`src/rtl/gemm_pkg.sv`:
```
// Shared GeMM definitions: default datapath widths and the result-writer state type.
package gemm_pkg;

    localparam int unsigned DefAddrWidth = 16;
    localparam int unsigned DefDataWidth = 32;
    localparam int unsigned DefFifoDepth = 4;

    typedef enum logic [1:0] {
        WriterIdle,
        WriterBusy,
        WriterDrain,
        WriterFinish
    } writer_state_t;

endpackage

```
`src/rtl/result_fifo.sv`:
```
// Registered synchronous FIFO (no fall-through) buffering GeMM results ahead of memory C.
module result_fifo #(
    parameter int unsigned DataWidth = 32,
    parameter int unsigned Depth     = 4
) (
    input  logic                 clk_i,
    input  logic                 rst_ni,
    input  logic                 push_i,
    input  logic [DataWidth-1:0] data_i,
    input  logic                 pop_i,
    output logic [DataWidth-1:0] data_o,
    output logic                 full_o,
    output logic                 empty_o
);

    localparam int unsigned PtrW = (Depth > 1) ? $clog2(Depth) : 1;
    localparam int unsigned CntW = PtrW + 1;

    logic [DataWidth-1:0] mem_q [Depth];
    logic [PtrW-1:0]      wr_ptr_q, rd_ptr_q;
    logic [CntW-1:0]      cnt_q;
    logic                 do_push, do_pop;

    assign full_o  = (cnt_q == CntW'(Depth));
    assign empty_o = (cnt_q == '0);
    assign do_push = push_i && !full_o;
    assign do_pop  = pop_i && !empty_o;
    assign data_o  = mem_q[rd_ptr_q];

    // Storage carries no reset; the head is only meaningful while not empty.
    always_ff @(posedge clk_i) begin
        if (do_push) begin
            mem_q[wr_ptr_q] <= data_i;
        end
    end

    always_ff @(posedge clk_i or negedge rst_ni) begin
        if (!rst_ni) begin
            wr_ptr_q <= '0;
            rd_ptr_q <= '0;
            cnt_q    <= '0;
        end else begin
            if (do_push) begin
                wr_ptr_q <= wr_ptr_q + PtrW'(1);
            end
            if (do_pop) begin
                rd_ptr_q <= rd_ptr_q + PtrW'(1);
            end
            case ({do_push, do_pop})
                2'b10:   cnt_q <= cnt_q + CntW'(1);
                2'b01:   cnt_q <= cnt_q - CntW'(1);
                default: cnt_q <= cnt_q;
            endcase
        end
    end

endmodule

```
`src/rtl/gemm_result_writer.sv`:
```
// Collects GeMM result elements and writes them row-major to memory C, pulsing done_o at the end.
module gemm_result_writer
    import gemm_pkg::*;
#(
    parameter int unsigned AddrWidth = DefAddrWidth,
    parameter int unsigned DataWidth = DefDataWidth,
    parameter int unsigned FifoDepth = DefFifoDepth
) (
    input  logic                 clk_i,
    input  logic                 rst_ni,
    input  logic                 start_i,
    input  logic [AddrWidth-1:0] M_size_i,
    input  logic [AddrWidth-1:0] N_size_i,
    input  logic [AddrWidth-1:0] C_base_addr_i,
    input  logic                 result_valid_i,
    input  logic [DataWidth-1:0] result_data_i,
    output logic                 result_ready_o,
    output logic                 mem_req_valid_o,
    input  logic                 mem_req_ready_i,
    output logic [AddrWidth-1:0] mem_addr_o,
    output logic [DataWidth-1:0] mem_wdata_o,
    output logic [AddrWidth-1:0] M_count_o,
    output logic [AddrWidth-1:0] N_count_o,
    output logic                 busy_o,
    output logic                 done_o
);

    writer_state_t        state_q;
    logic [AddrWidth-1:0] m_size_q, n_size_q;
    logic [AddrWidth-1:0] acc_m_q, acc_n_q;
    logic [AddrWidth-1:0] wr_m_q, wr_n_q;
    logic [AddrWidth-1:0] addr_q;
    logic                 busy_q, done_q;

    logic                 fifo_full, fifo_empty;
    logic [DataWidth-1:0] fifo_head;
    logic                 accept, handshake;
    logic                 acc_n_last, acc_m_last, wr_n_last;

    assign result_ready_o  = (state_q == WriterBusy) && !fifo_full;
    assign accept          = result_valid_i && result_ready_o;
    assign mem_req_valid_o = ((state_q == WriterBusy) || (state_q == WriterDrain)) && !fifo_empty;
    assign handshake       = mem_req_valid_o && mem_req_ready_i;

    // Gate the head so stale storage never leaks onto the bus while idle or after reset.
    assign mem_wdata_o = mem_req_valid_o ? fifo_head : '0;
    assign mem_addr_o  = addr_q;
    assign M_count_o   = wr_m_q;
    assign N_count_o   = wr_n_q;
    assign busy_o      = busy_q;
    assign done_o      = done_q;

    assign acc_n_last = (acc_n_q == n_size_q - AddrWidth'(1));
    assign acc_m_last = (acc_m_q == m_size_q - AddrWidth'(1));
    assign wr_n_last  = (wr_n_q == n_size_q - AddrWidth'(1));

    result_fifo #(
        .DataWidth (DataWidth),
        .Depth     (FifoDepth)
    ) u_fifo (
        .clk_i   (clk_i),
        .rst_ni  (rst_ni),
        .push_i  (accept),
        .data_i  (result_data_i),
        .pop_i   (handshake),
        .data_o  (fifo_head),
        .full_o  (fifo_full),
        .empty_o (fifo_empty)
    );

    always_ff @(posedge clk_i or negedge rst_ni) begin
        if (!rst_ni) begin
            state_q  <= WriterIdle;
            m_size_q <= '0;
            n_size_q <= '0;
            acc_m_q  <= '0;
            acc_n_q  <= '0;
            wr_m_q   <= '0;
            wr_n_q   <= '0;
            addr_q   <= '0;
            busy_q   <= 1'b0;
            done_q   <= 1'b0;
        end else begin
            done_q <= 1'b0;

            // Write side: the address register stands in for base + m*N + n.
            if (handshake) begin
                addr_q <= addr_q + AddrWidth'(1);
                if (wr_n_last) begin
                    wr_n_q <= '0;
                    wr_m_q <= wr_m_q + AddrWidth'(1);
                end else begin
                    wr_n_q <= wr_n_q + AddrWidth'(1);
                end
            end

            case (state_q)
                WriterIdle: begin
                    if (start_i) begin
                        m_size_q <= M_size_i;
                        n_size_q <= N_size_i;
                        addr_q   <= C_base_addr_i;
                        acc_m_q  <= '0;
                        acc_n_q  <= '0;
                        wr_m_q   <= '0;
                        wr_n_q   <= '0;
                        if ((M_size_i == '0) || (N_size_i == '0)) begin
                            state_q <= WriterFinish;
                            done_q  <= 1'b1;
                        end else begin
                            state_q <= WriterBusy;
                            busy_q  <= 1'b1;
                        end
                    end
                end
                WriterBusy: begin
                    if (accept) begin
                        if (acc_n_last) begin
                            acc_n_q <= '0;
                            if (acc_m_last) begin
                                state_q <= WriterDrain;
                            end else begin
                                acc_m_q <= acc_m_q + AddrWidth'(1);
                            end
                        end else begin
                            acc_n_q <= acc_n_q + AddrWidth'(1);
                        end
                    end
                end
                WriterDrain: begin
                    if (fifo_empty) begin
                        state_q <= WriterFinish;
                        busy_q  <= 1'b0;
                        done_q  <= 1'b1;
                    end
                end
                WriterFinish: begin
                    state_q <= WriterIdle;
                    acc_m_q <= '0;
                    acc_n_q <= '0;
                    wr_m_q  <= '0;
                    wr_n_q  <= '0;
                    addr_q  <= '0;
                end
                default: state_q <= WriterIdle;
            endcase
        end
    end

endmodule
```
`config.mk`:
```
export PLATFORM = sky130hd
export DESIGN_NAME = gemm_result_writer
export DESIGN_NICKNAME = d
export VERILOG_FILES = /design/src/rtl/gemm_pkg.sv /design/src/rtl/result_fifo.sv /design/src/rtl/gemm_result_writer.sv
export SDC_FILE = /design/constraint.sdc
export NUM_CORES = 1
export LEC_CHECK = 0
export BUFFER_PORTS_ARGS = -buffer_cell sky130_fd_sc_hd__buf_2
export CAP_MARGIN = 5
export CORE_MARGIN = 4
export CORE_UTILIZATION = 40
export DETAILED_ROUTE_END_ITERATION = 8
export HOLD_SLACK_MARGIN = 0.1
export REMOVE_ABC_BUFFERS = 1
export SLEW_MARGIN = 20
export SYNTH_ARGS = -nofsm -noshare
export SYNTH_HDL_FRONTEND = slang
export SYNTH_SLANG_ARGS = --single-unit
```
`constraint.sdc`:
```
create_clock -name clk_i -period 5.4 [get_ports clk_i]
set_input_delay 0.27 -clock clk_i [delete_from_list [all_inputs] [get_ports clk_i]]
set_output_delay 0.27 -clock clk_i [all_outputs]
set_load 0.05 [all_outputs]
```
After elaboration in Yosys (flattened, before gate mapping)
Memories as Yosys holds them, arrays and structs flattened.
Index checks and enable logic that the tools add are counted.

operators by class
  add/sub/neg operators = 11
  $mul = 0
  div/mod/pow operators = 0
  magnitude comparators = 0
  equality and inequality tests = 16
  shift-type cells = 0
  mux-type cells = 38
  bitwise gates (word level) = 0
  reductions and logical operators = 22

operators by type and width
  operator                                                                 count
  16-bit two-way mux                                                       14
  16-bit case mux with 2 select lines                                      3
  16-bit case mux with 3 select lines                                      2
  16-bit by 1-bit adder with 16-bit output, second input constant          5
  16-bit == test                                                           3
  16-bit zero test                                                         2
  32-bit two-way mux                                                       1
  16-bit by 1-bit subtractor with 16-bit output, second input constant     2
  2-bit two-way mux                                                        6
  2-bit inequality test, second input constant                             5
  5-bit AND reduction                                                      2
  1-bit two-way mux                                                        8
  2-bit case mux with 4 select lines                                       1
  2-bit == test, second input constant                                     3
  1-bit logical AND                                                        6
  3-bit case mux with 2 select lines                                       1
  2-bit by 1-bit adder with 2-bit output, second input constant            2
  2-bit by 1-bit == test with 1-bit output, second input constant          2
  2-bit by 1-bit inequality test with 1-bit output, second input constant  2
  1-bit case mux with 2 select lines                                       2
  4-bit AND reduction                                                      1
  2-bit nonzero test                                                       2
  3-bit by 1-bit adder with 3-bit output, second input constant            1
  3-bit == test, second input constant                                     1
  other kinds (8)                                                          10

word-level totals
  register bits after elaboration = 123
  latch bits = 0
  bits in writable memories = 128
  memory bits (read-only) = 0
  input port bits = 85
  memories kept = 1

memories
  name          depth  bits a word  rd ports  clocked after Yosys merged registers in  wr ports  line               RTL
  u_fifo.mem_q  4      32           1         0                                        1         result_fifo.sv:19  logic [DataWidth-1:0] mem_q [Depth];

Depth between registers and ports, before layout
  depth in word-level cells = 7
  depth in mapped cells = 13
  gate-level depth less buffers = 11

Modules after synthesis
Synthesis repeated with hierarchy kept, for this count alone.

unflattened totals
  cells, all modules = 1060
  area total of the unflattened synthesis = 12811.0 µm²

by module, submodules not included
  module              instances  cells each  area an instance (µm²)  seq. area each (µm²)
  gemm_result_writer  1          855         7719.9                  2902.8
  result_fifo         1          205         5091.1                  4018.9

Worst setup path before layout
OpenSTA, ideal clock, no wires.

  path type = flip-flop to flip-flop
  start = register state_q[1]
  end = register acc_n_q[10]
  setup time = 0.132 ns
  data arrival time = 3.296 ns
  required time = 5.268 ns
  setup slack = 1.972 ns
  stages on the path, launching flop included = 11
  path buffers = 2
  cell sequence = dfrtp_1 inv_1 ha_1 inv_2 a31oi_1 nand2_1 a211o_1 clkbuf_1 nor2_1 clkbuf_1 nor2_1

between the ends
  cells in the longest elaborated chain, start to end = 5
  elaborated cells between the ends (all ways) = 10
  classes of those cells = eq/ne (4); mux (1); reduce/logical (5)

ends and longest elaborated chain
  what                                                               line                       RTL
  start, declared                                                    gemm_result_writer.sv:28   writer_state_t state_q;
  start signal, assigned                                             gemm_result_writer.sv:73   state_q <= WriterIdle;
  start signal, assigned                                             gemm_result_writer.sv:108  state_q <= WriterFinish;
  start signal, assigned                                             gemm_result_writer.sv:111  state_q <= WriterBusy;
  2-bit by 1-bit == test with 1-bit output                           gemm_result_writer.sv:40   assign result_ready_o = (state_q == WriterBusy) && !fifo_full;
  1-bit logical AND                                                  gemm_result_writer.sv:40
  named net result_ready_o                                           gemm_result_writer.sv:17   output logic result_ready_o,
  1-bit logical AND                                                  gemm_result_writer.sv:41   assign accept = result_valid_i && result_ready_o;
  2-bit by 1-bit inequality test with 1-bit output (no source line)  n/a
  3-bit AND reduction (no source line)                               n/a
  end signal, assigned                                               gemm_result_writer.sv:126  acc_n_q <= acc_n_q + AddrWidth'(1);
  end, declared                                                      gemm_result_writer.sv:30   logic [AddrWidth-1:0] acc_m_q, acc_n_q;

The timed path passes the listed nets, and every way through them passes these cells.
A chain may end at the register's enable or synchronous reset.

Worst setup path in the final report
  start = register n_size_q[0]
  end = register wr_m_q[13] (netlist: M_count_o[13])

between the ends
  cells in the longest elaborated chain, start to end = 6

ends and longest elaborated chain
  what                                             line                       RTL
  start, declared                                  gemm_result_writer.sv:29   logic [AddrWidth-1:0] m_size_q, n_size_q;
  start signal, assigned                           gemm_result_writer.sv:101  n_size_q <= N_size_i;
  16-bit by 1-bit subtractor with 16-bit output *  gemm_result_writer.sv:55   assign wr_n_last = (wr_n_q == n_size_q - AddrWidth'(1));
  16-bit == test *                                 gemm_result_writer.sv:55
  16-bit two-way mux *                             gemm_result_writer.sv:89   if (wr_n_last) begin
  16-bit two-way mux *                             gemm_result_writer.sv:87   if (handshake) begin
  16-bit two-way mux                               gemm_result_writer.sv:99   if (start_i) begin
  16-bit case mux with 2 select lines *            gemm_result_writer.sv:97   case (state_q)
  end signal, assigned                             gemm_result_writer.sv:91   wr_m_q <= wr_m_q + AddrWidth'(1);
  end, declared                                    gemm_result_writer.sv:31   logic [AddrWidth-1:0] wr_m_q, wr_n_q;

Mark *: on every way between the ends. The rest lies on a longest branch, timed or not.

==> flow_summary.yaml <==
floorplanning:
  start_util: 0.405
  fp.dieH_um: 187
  die_area_mm2: 0.0348
  core_area_mm2: 0.0316
  die_x_um: 187
  pin_count: 169
  rows: 65
worst_setup_path:
  crit_chain: "inv_1 > ha_1 > or3b_2 > or4_4 > xnor2_2 > nand4_2 > a2111oi_4 > nand4_1 > or3_1 > a21oi_1"
  cp-end-kind: "flip-flop"
  arrival_ps: 4370
  path_class: "reg -> reg"
  worst-path-buf-inv: 1
  cp.required_ps: 5870
  critPathLaunchType: "flip-flop"
  worst_path_largest_cell_delay_ps: 520
  critPathTopFamily: "simple AND/OR/NAND/NOR gates"
  cp_max_fo: 11
  critical_path.slowest_cell: "or3b_2"
clock_tree:
  cts_resized: 0
  clockRootBuffer: "clkbuf_16"
  cts_tree: "built"
  cts_max_path_buffers: 3
  clkSinkCount: 251
  path_clk_slew_ps: 60
  clk_latency_ps: 560
  ctsHtreeMaxLevel: 1
  hold_buffers: 83
  cts_setup_buffers: 0
  numCtsBuffers: 29
pwr:
  power_density_mw_per_mm2: 420
  p_leak_nw: 6.66
  ir_drop_mv: 0.266
synth:
  netlist_instances: 1063
  post_synth_fa_ha_maj_area_fraction: 0.0163
  synth_cell_type_count: 79
  ys_seq_area_frac: 0.542
  muxShareOfSynthArea: 0.0927
  synthXorXnorAreaFrac: 0.0845
  synth_warnings: 0
  synth_edf_count: 128
  synth_compound_area_frac: 0.0746
  synth_top_family_by_area: "simple AND/OR/NAND/NOR gates"
  synth_ff_type: "edfxtp_1"
  yosys_register_bits: 251
  yosys.area_share.simple: 0.169
  synthArstFlopShare: 0.490
  avgSynthCellArea_um2: 12.0
  synth.cell_area_mm2: 0.0128
timing:
  finalMaxSlewViolations: 0
  setup_viol: 0
  rsz0062_at_grt: "false"
  finalHoldViolations: 0
  final.period_utilization: 0.721
  slew_headroom: 0.420
  setup_tns_ps: 0
  fmax_mhz: 257
  post-route-min-period_ps: 3890
  finClkSkew_ps: 16.4
  tightest_slew_ps: 870
  setup_slack_ps: 1510
global_route:
  grt_pass1_wl_mm: 51.1
  grt_util_all_layers: 0.177
  grt_overflow: 0
  use_met2: 0.290
  met3_usage: 0.0267
  busiest_layer: "met2"
  antenna_found_initial: 0
  grt_start_max_net_pins: 76
  use_met1: 0.254
  grt_pass1_vias: 9116
route:
  wl_mm: 31.1
  drcViolationCount: 0
  wl_per_cell_um: 17.9
  dr.pass1.iters: 5
  drtIter0Drc: 548
  via_per_inst: 5.29
  final_antenna_net_count: 0
  vias: 9178
placement:
  gp_congestion: 0.883
  portBuffers: 168
  place_ws_ps: 1520
  dp_hpwl_mm: 20.9
finish:
  fillers: 2799
  nets: 1412
  diodes: 0
  drive_above_1_share: 0.230
  syn_to_final_growth_pct: 23.1
min_path:
  hp-class: "in -> reg"
flow_run:
  drv_cap: 0
run_status:
  outcome: "finished, final reports clean"
Yosys cell counts, drive strengths merged, types with 11 or more instances:
cell type,count,share of area
nand2b,12,0.0059
clkbuf,33,0.0097
xor2,56,0.038
mux2,34,0.030
and2,41,0.020
xnor2,56,0.039
ha,15,0.015
o211ai,11,0.0065
mux4,32,0.056
nand3,25,0.0098
edfxtp,128,0.30
nor4,19,0.0098
dfrtp,123,0.24
nand4,30,0.016
nand2,89,0.026
inv,20,0.0059
and3,33,0.016
nor2,70,0.021
o21ai,48,0.019
nor3,17,0.0067
a21oi,23,0.0096
or3,13,0.0064
buf,14,0.0050
per-layer routing:
metal | vias up | wire length (um)
li1 | 4439 | -
met1 | 4507 | 14400
met2 | 186 | 14700
met3 | 46 | 1350
met4 | 0 | 591
met5 | - | 0
state kept, by name (all words and copies together), names as in the netlist, 3 cells and up:
signal / count
M_count_o: 16
N_count_o: 16
acc_m_q: 16
acc_n_q: 16
m_size_q: 16
mem_addr_o: 16
n_size_q: 16
u_fifo.cnt_q: 3
u_fifo.mem_q: 128
power by group:
part	internal [W]	switching, W	total [W]
Sequential	0.00232	0.000232	0.00256
Combinational	0.000764	0.00151	0.00227
Clock	0.00101	0.000757	0.00176
Total	0.00410	0.00250	0.00659
stage by stage:
| stage | hold WS, ps | cell area [um^2] | std cells | util | power [W] |
|---|---|---|---|---|---|
| 6_report | 189 | 15700 | 1734 | 0.498 | 0.00659 |
| 3_5_place_dp | 483 | 14000 | 1599 | 0.445 | 0.00485 |
| 2_1_floorplan | -25.6 | 12600 | 1016 | - | 0.00423 |
| 4_1_cts | 176 | 15700 | 1734 | 0.498 | 0.00669 |
| 3_3_place_gp | 475 | 14000 | 1599 | 0.445 | 0.00483 |
| 5_1_grt | 216 | 15700 | 1734 | 0.498 | 0.00694 |
cell usage in the layout (no fill, tap or decap), drive strengths merged, types with 7 or more instances in the layout:
cell and n:
ha 15, nor3 17, mux2 34, dlygate4sd3 83
buf 181, o21ai 48, o211ai 11, or3 13
and2 41, xor2 56, inv 21, clkinv 9
nor2b 7, xnor2 56, nor4 19, a21oi 23
nand3 25, and3 33, dfrtp 123, and4 8
mux4 32, or2 8, nor2 70, mux2i 8
clkbuf 43, nand4 30, nand2b 12, nand2 89
edfxtp 128
kinds of logic (layout without fill, tap and decap cells):
| logic type | count (synthesis) | in the layout |
|---|---|---|
| AND/OR/NAND/NOR | 400 | 400 |
| flip-flops | 251 | 251 |
| AO/OA/AOI/OAI | 138 | 138 |
| XOR/XNOR | 116 | 116 |
| multiplexers | 74 | 74 |
| buffers and inverters | 68 | 337 |
| adder cells (fa/ha/maj) | 16 | 16 |
final timing paths:
check / startpoint / endpoint / slack (ps) / cells past startpoint
worst max-delay path: n_size_q[0]$_DFFE_PN0P_ / M_count_o[13]$_DFF_PN0_ / 1510 / 10
worst min-delay path: result_valid_i / u_fifo.wr_ptr_q[0]$_DFFE_PN0P_ / 190 / 3
worst max register to register: n_size_q[0]$_DFFE_PN0P_ / M_count_o[13]$_DFF_PN0_ / 1510 / 10
worst min register to register: M_count_o[15]$_DFF_PN0_ / M_count_o[15]$_DFF_PN0_ / 510 / 1
max in group asynchronous: rst_ni / n_size_q[6]$_DFFE_PN0P_ / 3910 / 3
min in group asynchronous: rst_ni / mem_addr_o[6]$_DFF_PN0_ / 360 / 2
layout make-up:
type	instances	area, um^2	share of cell area
Sequential cell	251	6920	0.441
Clock inverter	9	60.1	0.00382
Clock buffer	43	788	0.0502
Tap cell	402	503	0.0320
Timing Repair Buffer	264	1780	0.113
Inverter	21	78.8	0.00502
Multi-Input combinational cell	744	5590	0.355
tightest hold or removal path, stage by stage:
cell	delay [ps]
buf_2	120
nand2_1	210
xnor2_1	90
(Power assumes the default switching activity.)
